===== config.mk =====
export PLATFORM = sky130hd
export DESIGN_NAME = sprite_index_fetch_flat
export DESIGN_NICKNAME = d
export VERILOG_FILES = /design/src/rtl/sprite_index_fetch_if.sv /design/src/rtl/sprite_index_fetch.sv /design/src/flat_wrapper.sv
export SDC_FILE = /design/constraint.sdc
export NUM_CORES = 1
export LEC_CHECK = 0
export CAP_MARGIN = 20
export CORE_ASPECT_RATIO = 0.8
export CORE_MARGIN = 5
export CORE_UTILIZATION = 53
export DETAILED_ROUTE_END_ITERATION = 16
export GPL_TIMING_DRIVEN = 0
export PLACE_DENSITY = 0.86
export SETUP_SLACK_MARGIN = 0.3
export SYNTH_ARGS = -nofsm -noshare
export SYNTH_HDL_FRONTEND = slang
export SYNTH_SLANG_ARGS = --single-unit

===== constraint.sdc =====
create_clock -name Clk -period 3.65 [get_ports Clk]
set_clock_uncertainty 0.1 [all_clocks]
set_input_delay 0.73 -clock Clk [delete_from_list [all_inputs] [get_ports Clk]]
set_output_delay 0.73 -clock Clk [all_outputs]
set_load 0.01 [all_outputs]

===== src/rtl/sprite_index_fetch_if.sv =====
// Sprite ROM bus: registered address out, palette index back one cycle later.
interface sprite_index_fetch_if #(
  parameter int ADDR_W = 12
);
  logic [ADDR_W-1:0] rom_addr;
  logic [8:0]        rom_data;

  modport master (
    output rom_addr,
    input  rom_data
  );

  modport slave (
    input  rom_addr,
    output rom_data
  );
endinterface


===== src/rtl/sprite_index_fetch.sv =====
// Sprite pixel fetch: box hit, ROM address, aligned index, opaque count.
// Optional horizontal mirror enabled by macro SPRITE_FETCH_MIRROR_EN.
module sprite_index_fetch #(
  parameter int         SPR_W      = 64,
  parameter int         SPR_H      = 64,
  parameter int         ADDR_W     = 12,
  parameter logic [8:0] TRANSP_IDX = 9'd0
) (
  input  logic        Clk,
  input  logic        Reset_n,
  input  logic        frame_start,
  input  logic [9:0]  pos_x_in,
  input  logic [9:0]  pos_y_in,
  input  logic        flip_x_in,
  input  logic [9:0]  DrawX,
  input  logic [9:0]  DrawY,
  input  logic        pix_en,
  sprite_index_fetch_if.master rom,
  output logic [8:0]  index_out,
  output logic        hit_out,
  output logic        opaque_out,
  output logic        valid_out,
  output logic [12:0] opaque_count
);

  localparam int XW = $clog2(SPR_W);
  localparam int YW = $clog2(SPR_H);

  typedef enum logic {
    WAIT_FRAME,
    ACTIVE
  } state_t;

  state_t state_q, state_d;

  logic [9:0]        px_q, px_d;
  logic [9:0]        py_q, py_d;
  logic              flip_q, flip_d;
  logic [ADDR_W-1:0] rom_addr_q, rom_addr_d;
  logic              s1_hit_q, s1_hit_d;
  logic              s1_pen_q, s1_pen_d;
  logic              s2_hit_q, s2_hit_d;
  logic              s2_pen_q, s2_pen_d;
  logic [8:0]        index_q, index_d;
  logic              hit_q, hit_d;
  logic              opaque_q, opaque_d;
  logic              valid_q, valid_d;
  logic [12:0]       cnt_q, cnt_d;
  logic [12:0]       count_q, count_d;

  logic              hit0;
  logic              in_x, in_y;
  logic [10:0]       dx, dy, px_e, py_e;
  logic [XW-1:0]     rx, rx_m;
  logic [YW-1:0]     ry;
  logic [ADDR_W-1:0] addr0;
  logic [12:0]       cnt_inc;

`ifndef SPRITE_FETCH_MIRROR_EN
  logic unused_flip;
  assign unused_flip = flip_q;
`endif

  always_comb begin
    state_d = state_q;
    px_d    = px_q;
    py_d    = py_q;
    flip_d  = flip_q;
    if (frame_start) begin
      state_d = ACTIVE;
      px_d    = pos_x_in;
      py_d    = pos_y_in;
      flip_d  = flip_x_in;
    end

    // 11-bit compares so a box near the right edge never wraps
    dx   = {1'b0, DrawX};
    dy   = {1'b0, DrawY};
    px_e = {1'b0, px_q};
    py_e = {1'b0, py_q};
    in_x = (dx >= px_e) && (dx < px_e + 11'(SPR_W));
    in_y = (dy >= py_e) && (dy < py_e + 11'(SPR_H));
    hit0 = pix_en && (state_q == ACTIVE) && in_x && in_y;

    rx = XW'(DrawX - px_q);
    ry = YW'(DrawY - py_q);
`ifdef SPRITE_FETCH_MIRROR_EN
    rx_m = flip_q ? (XW'(SPR_W - 1) - rx) : rx;
`else
    rx_m = rx;
`endif
    addr0 = (ADDR_W'(ry) << XW) | ADDR_W'(rx_m);

    rom_addr_d = hit0 ? addr0 : rom_addr_q;
    s1_hit_d   = hit0;
    s1_pen_d   = pix_en;
    s2_hit_d   = s1_hit_q;
    s2_pen_d   = s1_pen_q;

    index_d  = s2_hit_q ? rom.rom_data : TRANSP_IDX;
    hit_d    = s2_hit_q;
    opaque_d = s2_hit_q && (rom.rom_data != TRANSP_IDX);
    valid_d  = s2_pen_q;

    cnt_inc = cnt_q;
    if (opaque_q && (cnt_q != 13'h1FFF))
      cnt_inc = cnt_q + 13'd1;
    cnt_d   = cnt_inc;
    count_d = count_q;
    if (frame_start) begin
      count_d = cnt_inc;
      cnt_d   = '0;
    end
  end

  always_ff @(posedge Clk) begin
    if (!Reset_n) begin
      state_q    <= WAIT_FRAME;
      px_q       <= '0;
      py_q       <= '0;
      flip_q     <= 1'b0;
      rom_addr_q <= '0;
      s1_hit_q   <= 1'b0;
      s1_pen_q   <= 1'b0;
      s2_hit_q   <= 1'b0;
      s2_pen_q   <= 1'b0;
      index_q    <= '0;
      hit_q      <= 1'b0;
      opaque_q   <= 1'b0;
      valid_q    <= 1'b0;
      cnt_q      <= '0;
      count_q    <= '0;
    end else begin
      state_q    <= state_d;
      px_q       <= px_d;
      py_q       <= py_d;
      flip_q     <= flip_d;
      rom_addr_q <= rom_addr_d;
      s1_hit_q   <= s1_hit_d;
      s1_pen_q   <= s1_pen_d;
      s2_hit_q   <= s2_hit_d;
      s2_pen_q   <= s2_pen_d;
      index_q    <= index_d;
      hit_q      <= hit_d;
      opaque_q   <= opaque_d;
      valid_q    <= valid_d;
      cnt_q      <= cnt_d;
      count_q    <= count_d;
    end
  end

  assign rom.rom_addr = rom_addr_q;
  assign index_out    = index_q;
  assign hit_out      = hit_q;
  assign opaque_out   = opaque_q;
  assign valid_out    = valid_q;
  assign opaque_count = count_q;

endmodule


===== src/flat_wrapper.sv =====
// flat-port wrapper written by rule: the top's interface ports become plain ports
module sprite_index_fetch_flat 
#(
  parameter int         SPR_W      = 64,
  parameter int         SPR_H      = 64,
  parameter int         ADDR_W     = 12,
  parameter logic [8:0] TRANSP_IDX = 9'd0
)
  (Clk, Reset_n, frame_start, pos_x_in, pos_y_in, flip_x_in, DrawX, DrawY, pix_en, index_out, hit_out, opaque_out, valid_out, opaque_count, rom_rom_addr, rom_rom_data);
  sprite_index_fetch_if #(.ADDR_W(ADDR_W)) rom_i ();
  input  logic Clk;
  input  logic Reset_n;
  input  logic frame_start;
  input  logic [9:0] pos_x_in;
  input  logic [9:0] pos_y_in;
  input  logic flip_x_in;
  input  logic [9:0] DrawX;
  input  logic [9:0] DrawY;
  input  logic pix_en;
  output logic [8:0] index_out;
  output logic hit_out;
  output logic opaque_out;
  output logic valid_out;
  output logic [12:0] opaque_count;
  output wire logic [$bits(rom_i.rom_addr)-1:0] rom_rom_addr;
  input wire logic [$bits(rom_i.rom_data)-1:0] rom_rom_data;
  assign rom_rom_addr = rom_i.rom_addr;
  assign rom_i.rom_data = rom_rom_data;
  sprite_index_fetch #(.SPR_W(SPR_W), .SPR_H(SPR_H), .ADDR_W(ADDR_W), .TRANSP_IDX(TRANSP_IDX)) u_core (.Clk(Clk), .Reset_n(Reset_n), .frame_start(frame_start), .pos_x_in(pos_x_in), .pos_y_in(pos_y_in), .flip_x_in(flip_x_in), .DrawX(DrawX), .DrawY(DrawY), .pix_en(pix_en), .rom(rom_i), .index_out(index_out), .hit_out(hit_out), .opaque_out(opaque_out), .valid_out(valid_out), .opaque_count(opaque_count));
endmodule

==> results.sh, run 1 <==
export IMPL_path_buf_inv=4
export IMPL_grt_pass1_vias=3211
export IMPL_async_flop_share=0
export IMPL_syn_avg_cell_area_um2=9.22
export IMPL_slowest_stage="fa_1"
export IMPL_core_rowCount=27
export IMPL_critPathRequiredTime_ns=3.76
export IMPL_start_util=0.539
export IMPL_yosys_top_cells_area="dfxtp_1 41%, ha_1 11%, mux2i_1 6.0%"
export IMPL_grt_pass1_wl_um=14100
export IMPL_die_x_um=103
export IMPL_clockBufferDepth=2
export IMPL_portBuffers=88
export IMPL_yosysMostFrequentCell="dfxtp_1"
export IMPL_antenna_found_initial=0
export IMPL_ir_worst_vdd_uv=280
export IMPL_fin_crit_ns=3.08
export IMPL_netlist_area_um2=3680
export IMPL_power_leakage_nw=1.99
export IMPL_yosys_warnings=0
export IMPL_switching_power_w=0.000479
export IMPL_gp_congestion=0.917
export IMPL_rsz0062_at_grt="no"
export IMPL_cts_clk_slew_worst_paths_ns=0.08
export IMPL_ctsResizeCount=0
export IMPL_synth_top_area_share=0.408
export IMPL_fmax_mhz=325
export IMPL_end_kind="flip-flop"
export IMPL_die_height_um=84.5
export IMPL_dieArea_um2=8710
export IMPL_core_area_um2=6820
export IMPL_drtPass1Iterations=4
export IMPL_min_path_type="reg2reg"
export IMPL_setup_viol=0
export IMPL_wl_per_cell_um=15.0
export IMPL_final_core_util=0.712
export IMPL_cts_buffers=9
export IMPL_tritoncts="done"
export IMPL_drc=0
export IMPL_ys_types=51
export IMPL_layout_drive_gt1_share=0.0656
export IMPL_synth_sequential_area_ratio=0.408
export IMPL_p_clk_frac=0.353
export IMPL_period_share=0.843
export IMPL_holdBufCountCts=0
export IMPL_finalNetCount=585
export IMPL_grt_start_max_net_pins=14
export IMPL_final_setup_tns_ns=0
export IMPL_grt_ovfl_total=0
export IMPL_clock_sinks=75
export IMPL_slew_violations=0
export IMPL_p_seq_frac=0.476
export IMPL_fill_cells=553
export IMPL_area_delta_synth_final_pct=32.2
export IMPL_critPathTopFamily="compound AO/OA/AOI/OAI gates"
export IMPL_post_cts_setup_buffers=0
export IMPL_vias=3188
export IMPL_min_to="u_core.s2_pen_q"
export IMPL_p_int_w=0.00132
export IMPL_r2r_end="u_core.rom.rom_addr[8]"
export IMPL_power_density_nw_per_um2=369
export IMPL_worstSetupPathType="in2reg"
export IMPL_postRouteAntennaNets=0
export IMPL_synth_edf_count=0
export IMPL_start_kind="input port"
export IMPL_cp_cell_sequence="clkdlybuf4s50_1 -> inv_1 -> ha_1 -> inv_1 -> fa_1 -> a21o_1 -> a211oi_1 -> o221ai_1 -> and2b_1 -> clkbuf_8 -> a21oi_1 -> a211oi_1"
export IMPL_root_buffer="clkbuf_8"
export IMPL_h_tree_depth=3
export IMPL_whs_path_depth=1
export IMPL_synth_common_cells="75 x dfxtp_1, 45 x nor2_1, 33 x a21oi_1, 33 x inv_1, 31 x ha_1"
export IMPL_drt_iter0_drc=182
export IMPL_ys_seq_elements=75
export IMPL_io_pins=91
export IMPL_routed_wl_um=8830
export IMPL_status="completed"
export IMPL_syn_nets=486
export IMPL_synth_cells=399
export IMPL_reg2reg_slack_ns=1.06
export IMPL_cpPeakStageDelay_ns=0.40
export IMPL_synth_top_cell_by_area="dfxtp_1"
export IMPL_synthFlopType="dfxtp_1"
export IMPL_grt_usage=0.204
export IMPL_relSlewSlack=0.478
export IMPL_finalHoldViolCount=0
export IMPL_cp_data_arrival_time_ns=3.18
export IMPL_combPwrFrac=0.171
export IMPL_r2r_cells=10
export IMPL_path_max_fanout=10
export IMPL_swShare=0.267
export IMPL_holdCritStartpoint="u_core.s1_pen_q"
export IMPL_reg2reg_from="u_core.py_q[0]"
export IMPL_viasPerCell=5.40
export IMPL_tightestPinTransition_ns=0.783
export IMPL_antenna_cells=0
export IMPL_drv_cap=0
export IMPL_hpwlAfterDp_um=6890
export IMPL_clkLatencyLatePin_ns=0.35
-- cells in the final DEF, fill, tap and decap left out, types with 12 or more instances in the layout --
cell type        netlist  layout
mux2i_1               22      22
dfxtp_1               75      75
ha_1                  31      31
nand3_1               19      19
o21ai_0               17      17
a21oi_1               33      33
clkdlybuf4s50_1        0      88
inv_1                 33      33
and3_1                12      12
nor2_1                45      45
-- per-layer routing --
| layer | GRT usage | share of wire | vias up |
|---|---|---|---|
| li1 | - | - | 1598 |
| met3 | 0.0714 | 0.070 | 10 |
| met2 | 0.351 | 0.49 | 93 |
| met5 | 0 | 0 | - |
| met4 | 0.0435 | 0.0091 | 0 |
| met1 | 0.243 | 0.43 | 1487 |
-- cell type report --
cell class,count,area [um^2],share of cell area
Multi-Input combinational cell,276,1980,0.407
Buffer,15,76.3,0.0157
Inverter,33,124,0.0255
Sequential cell,75,1500,0.309
Timing Repair Buffer,88,881,0.181
Clock buffer,10,128,0.0263
Clock inverter,6,65.1,0.0134
Tap cell,87,109,0.0224
-- through the flow --
step                      worst slack [ns]  hold slack, ns  total power (W)  cell area (um^2)  instances
final                                0.574           0.339          0.00179              4860        590
after global routing                 0.458           0.354          0.00187              4860        590
after CTS                            0.591           0.341          0.00180              4860        590
after detailed placement             0.227           0.323          0.00118              4670        574
after global placement               0.352           0.319          0.00117              4670        574
after floorplan                      0.940           0.312          0.00105              3680        399
-- registers in the layout (all words and copies together) (netlist names), 9 cells and up --
| signal | count |
|---|---|
| u_core.index_out | 9 |
| u_core.cnt_q | 13 |
| u_core.py_q | 10 |
| u_core.px_q | 10 |
| u_core.opaque_count | 13 |
| u_core.rom.rom_addr | 12 |
-- power by group through the flow --
| stage | Sequential, W | Clock (W) | Combinational (W) |
|---|---|---|---|
| floorplan | 0.000874 | 0 | 0.000180 |
| global placement | 0.000872 | 0 | 0.000294 |
| detailed placement | 0.000873 | 0 | 0.000305 |
| CTS | 0.000854 | 0.000638 | 0.000308 |
| global route | 0.000857 | 0.000679 | 0.000338 |
| finish | 0.000854 | 0.000633 | 0.000307 |
-- worst max-delay path by stage --
stage / from / to / slack [ns] / cells after the start
after floorplan: DrawX[0] / u_core.rom.rom_addr[6] / 0.94 / 11
after global placement: DrawY[0] / u_core.rom.rom_addr[8] / 0.35 / 12
after detailed placement: DrawY[0] / u_core.rom.rom_addr[8] / 0.23 / 12
after CTS: DrawY[0] / u_core.rom.rom_addr[8] / 0.59 / 12
after global routing: DrawY[0] / u_core.rom.rom_addr[6] / 0.46 / 12
final: DrawY[0] / u_core.rom.rom_addr[8] / 0.57 / 12
-- kinds of logic (layout without fill, tap and decap cells) --
logic type,after synthesis,after routing,synth area share
compound gates,91,91,0.163
xor+xnor,19,19,0.0453
fa+ha+maj,33,33,0.116
buf+inv,48,152,0.0544
flops,75,75,0.408
mux,23,23,0.0629
simple gates,110,110,0.149
Power figures use the tool's default switching activity.
==> run 2, diff against run 1 <==
--- a/config.mk
+++ b/config.mk
@@ -8,10 +8,10 @@
 export CAP_MARGIN = 20
 export CORE_ASPECT_RATIO = 0.8
 export CORE_MARGIN = 5
-export CORE_UTILIZATION = 53
+export CORE_UTILIZATION = 45
 export DETAILED_ROUTE_END_ITERATION = 16
 export GPL_TIMING_DRIVEN = 0
-export PLACE_DENSITY = 0.86
+export PLACE_DENSITY = 0.78
 export SETUP_SLACK_MARGIN = 0.3
 export SYNTH_ARGS = -nofsm -noshare
 export SYNTH_HDL_FRONTEND = slang
==> constraint.sdc (replaced) <==
create_clock -name Clk -period 2.6 [get_ports Clk]
set_clock_uncertainty 0.1 [all_clocks]
set_input_delay 0.52 -clock Clk [delete_from_list [all_inputs] [get_ports Clk]]
set_output_delay 0.52 -clock Clk [all_outputs]
set_load 0.01 [all_outputs]
==> results.sh, run 2 (synthesized netlist as in run 1, its figures left out) <==
export IMPL_core_area_um2=7950
export IMPL_switching_power_w=0.000721
export IMPL_grt_ovfl_total=0
export IMPL_swShare=0.266
export IMPL_holdCritStartpoint="u_core.s2_pen_q"
export IMPL_fmax_mhz=431
export IMPL_fill_cells=660
export IMPL_start_kind="input port"
export IMPL_vias=3285
export IMPL_start_util=0.463
export IMPL_grt_usage=0.202
export IMPL_root_buffer="clkbuf_8"
export IMPL_portBuffers=88
export IMPL_fin_cells=619
export IMPL_reg2reg_from="u_core.px_q[6]"
export IMPL_p_seq_frac=0.443
export IMPL_routed_wl_um=10300
export IMPL_period_share=0.891
export IMPL_tritoncts="done"
export IMPL_die_x_um=111
export IMPL_gp_congestion=0.833
export IMPL_drc=0
export IMPL_combPwrFrac=0.192
export IMPL_setup_viol=0
export IMPL_seqCellArea_um2=1510
export IMPL_core_rowCount=29
export IMPL_layout_drive_gt1_share=0.157
export IMPL_die_height_um=90.9
export IMPL_finalNetCount=593
export IMPL_power_density_nw_per_um2=521
export IMPL_wl_per_cell_um=16.6
export IMPL_finalPower_w=0.00271
export IMPL_postRouteAntennaNets=0
export IMPL_h_tree_depth=3
export IMPL_p_clk_frac=0.365
export IMPL_min_path_type="reg2reg"
export IMPL_relSlewSlack=0.472
export IMPL_multi_input_area_um2=2170
export IMPL_end_kind="flip-flop"
export IMPL_tightestPinTransition_ns=0.792
export IMPL_drt_iter0_drc=130
export IMPL_path_max_fanout=5
export IMPL_whs_path_depth=1
export IMPL_slew_violations=0
export IMPL_p_int_w=0.00199
export IMPL_clockBufferDepth=2
export IMPL_ir_worst_vdd_uv=335
export IMPL_dp_cells=595
export IMPL_hpwlAfterDp_um=7330
export IMPL_critPathRequiredTime_ns=2.75
export IMPL_holdBufCountCts=0
export IMPL_grt_start_max_net_pins=14
export IMPL_r2r_cells=10
export IMPL_worstSetupPathType="in2reg"
export IMPL_final_cell_mix="78 x clkdlybuf4s50_1, 69 x dfxtp_1, 45 x nor2_1"
export IMPL_cts_clk_slew_worst_paths_ns=0.08
export IMPL_reg2reg_slack_ns=0.30
export IMPL_grt_pass1_vias=3472
export IMPL_grt_pass1_wl_um=16500
export IMPL_power_leakage_nw=2.10
export IMPL_antenna_found_initial=1
export IMPL_clkLatencyLatePin_ns=0.35
export IMPL_io_pins=91
export IMPL_viasPerCell=5.31
export IMPL_final_setup_tns_ns=0
export IMPL_cp_data_arrival_time_ns=2.47
export IMPL_dpl_instance_area_um2=4750
export IMPL_finalHoldViolCount=0
export IMPL_drtPass1Iterations=4
export IMPL_cts_buffers=9
export IMPL_whs_ns=0.336
export IMPL_r2r_end="u_core.rom.rom_addr[6]"
export IMPL_status="completed"
export IMPL_antenna_cells=0
export IMPL_rsz0062_at_grt="yes"
export IMPL_min_to="u_core.valid_out"
export IMPL_dieArea_um2=10100
export IMPL_mostFrequentLayoutCell="clkdlybuf4s50_1"
export IMPL_fin_crit_ns=2.32
export IMPL_drv_cap=0
export IMPL_clock_sinks=75
export IMPL_area_delta_synth_final_pct=41.5
export IMPL_finalInstanceArea_um2=5200
[run 2: metrics by stage]
step            util  worst slack (ns)
2_1_floorplan      -             0.267
3_3_place_gp   0.598            -0.480
3_5_place_dp   0.598            -0.572
4_1_cts        0.647             0.302
5_1_grt        0.655             0.216
6_report       0.655             0.282
[run 2: final cells by class]
| class | instances | share of cell area |
|---|---|---|
| Multi-Input combinational cell | 276 | 0.417 |
| Buffer | 15 | 0.0161 |
| Sequential cell | 75 | 0.291 |
| Clock buffer | 10 | 0.0245 |
| Tap cell | 108 | 0.0260 |
| Clock inverter | 6 | 0.0173 |
| Timing Repair Buffer | 96 | 0.182 |
| Inverter | 33 | 0.0267 |
[run 2: repair_timing]
| action | in CTS | in global routing |
|---|---|---|
| setup endpoints to repair | 13 | 13 |
| gates cloned | 1 | 0 |
| pin swaps | 15 | 14 |
| resized for setup | 34 | 24 |
| setup buffers | 6 | 1 |
| hold endpoints to repair | 0 | 0 |
[run 2: worst max path at each step]
stage / startpoint / cells past startpoint / slack (ns) / end
after floorplan: DrawY[0] / 11 / 0.27 / u_core.rom.rom_addr[6]
after global placement: DrawY[0] / 12 / -0.48 / u_core.rom.rom_addr[8]
after detailed placement: DrawY[0] / 12 / -0.57 / u_core.rom.rom_addr[8]
after CTS: DrawX[5] / 9 / 0.30 / u_core.rom.rom_addr[8]
after global routing: u_core.px_q[6] / 10 / 0.22 / u_core.rom.rom_addr[6]
final: DrawX[8] / 9 / 0.28 / u_core.rom.rom_addr[6]
[run 2: power groups by stage]
stage	logic [W]	registers, W	clock network, W
floorplan	0.000263	0.00123	0
global placement	0.000433	0.00123	0
detailed placement	0.000446	0.00123	0
CTS	0.000499	0.00120	0.00100
global route	0.000571	0.00121	0.00105
finish	0.000520	0.00120	0.000990
[run 2: routing by layer]
metal | vias up | global-route usage | wire [um]
li1 | 1612 | - | -
met2 | 90 | 0.349 | 5070
met5 | - | 0 | 7
met4 | 2 | 0.0578 | 107
met1 | 1568 | 0.230 | 4370
met3 | 13 | 0.0804 | 698
[run 2: critical path, cell delays in order]
cell	delay (ns)
clkdlybuf4s50_1	0.46
ha_1	0.35
nand3_1	0.10
a21o_1	0.20
a31oi_4	0.21
o211a_4	0.24
buf_6	0.12
a21oi_2	0.05
a211oi_1	0.22
==> run 3, diff against run 2 <==
--- a/config.mk
+++ b/config.mk
@@ -13,6 +13,7 @@
 export GPL_TIMING_DRIVEN = 0
 export PLACE_DENSITY = 0.78
 export SETUP_SLACK_MARGIN = 0.3
+export SLEW_MARGIN = 20
 export SYNTH_ARGS = -nofsm -noshare
 export SYNTH_HDL_FRONTEND = slang
 export SYNTH_SLANG_ARGS = --single-unit
==> results of run 3 <==
The final DEF is identical to that of run 2; final timing and power are the same.
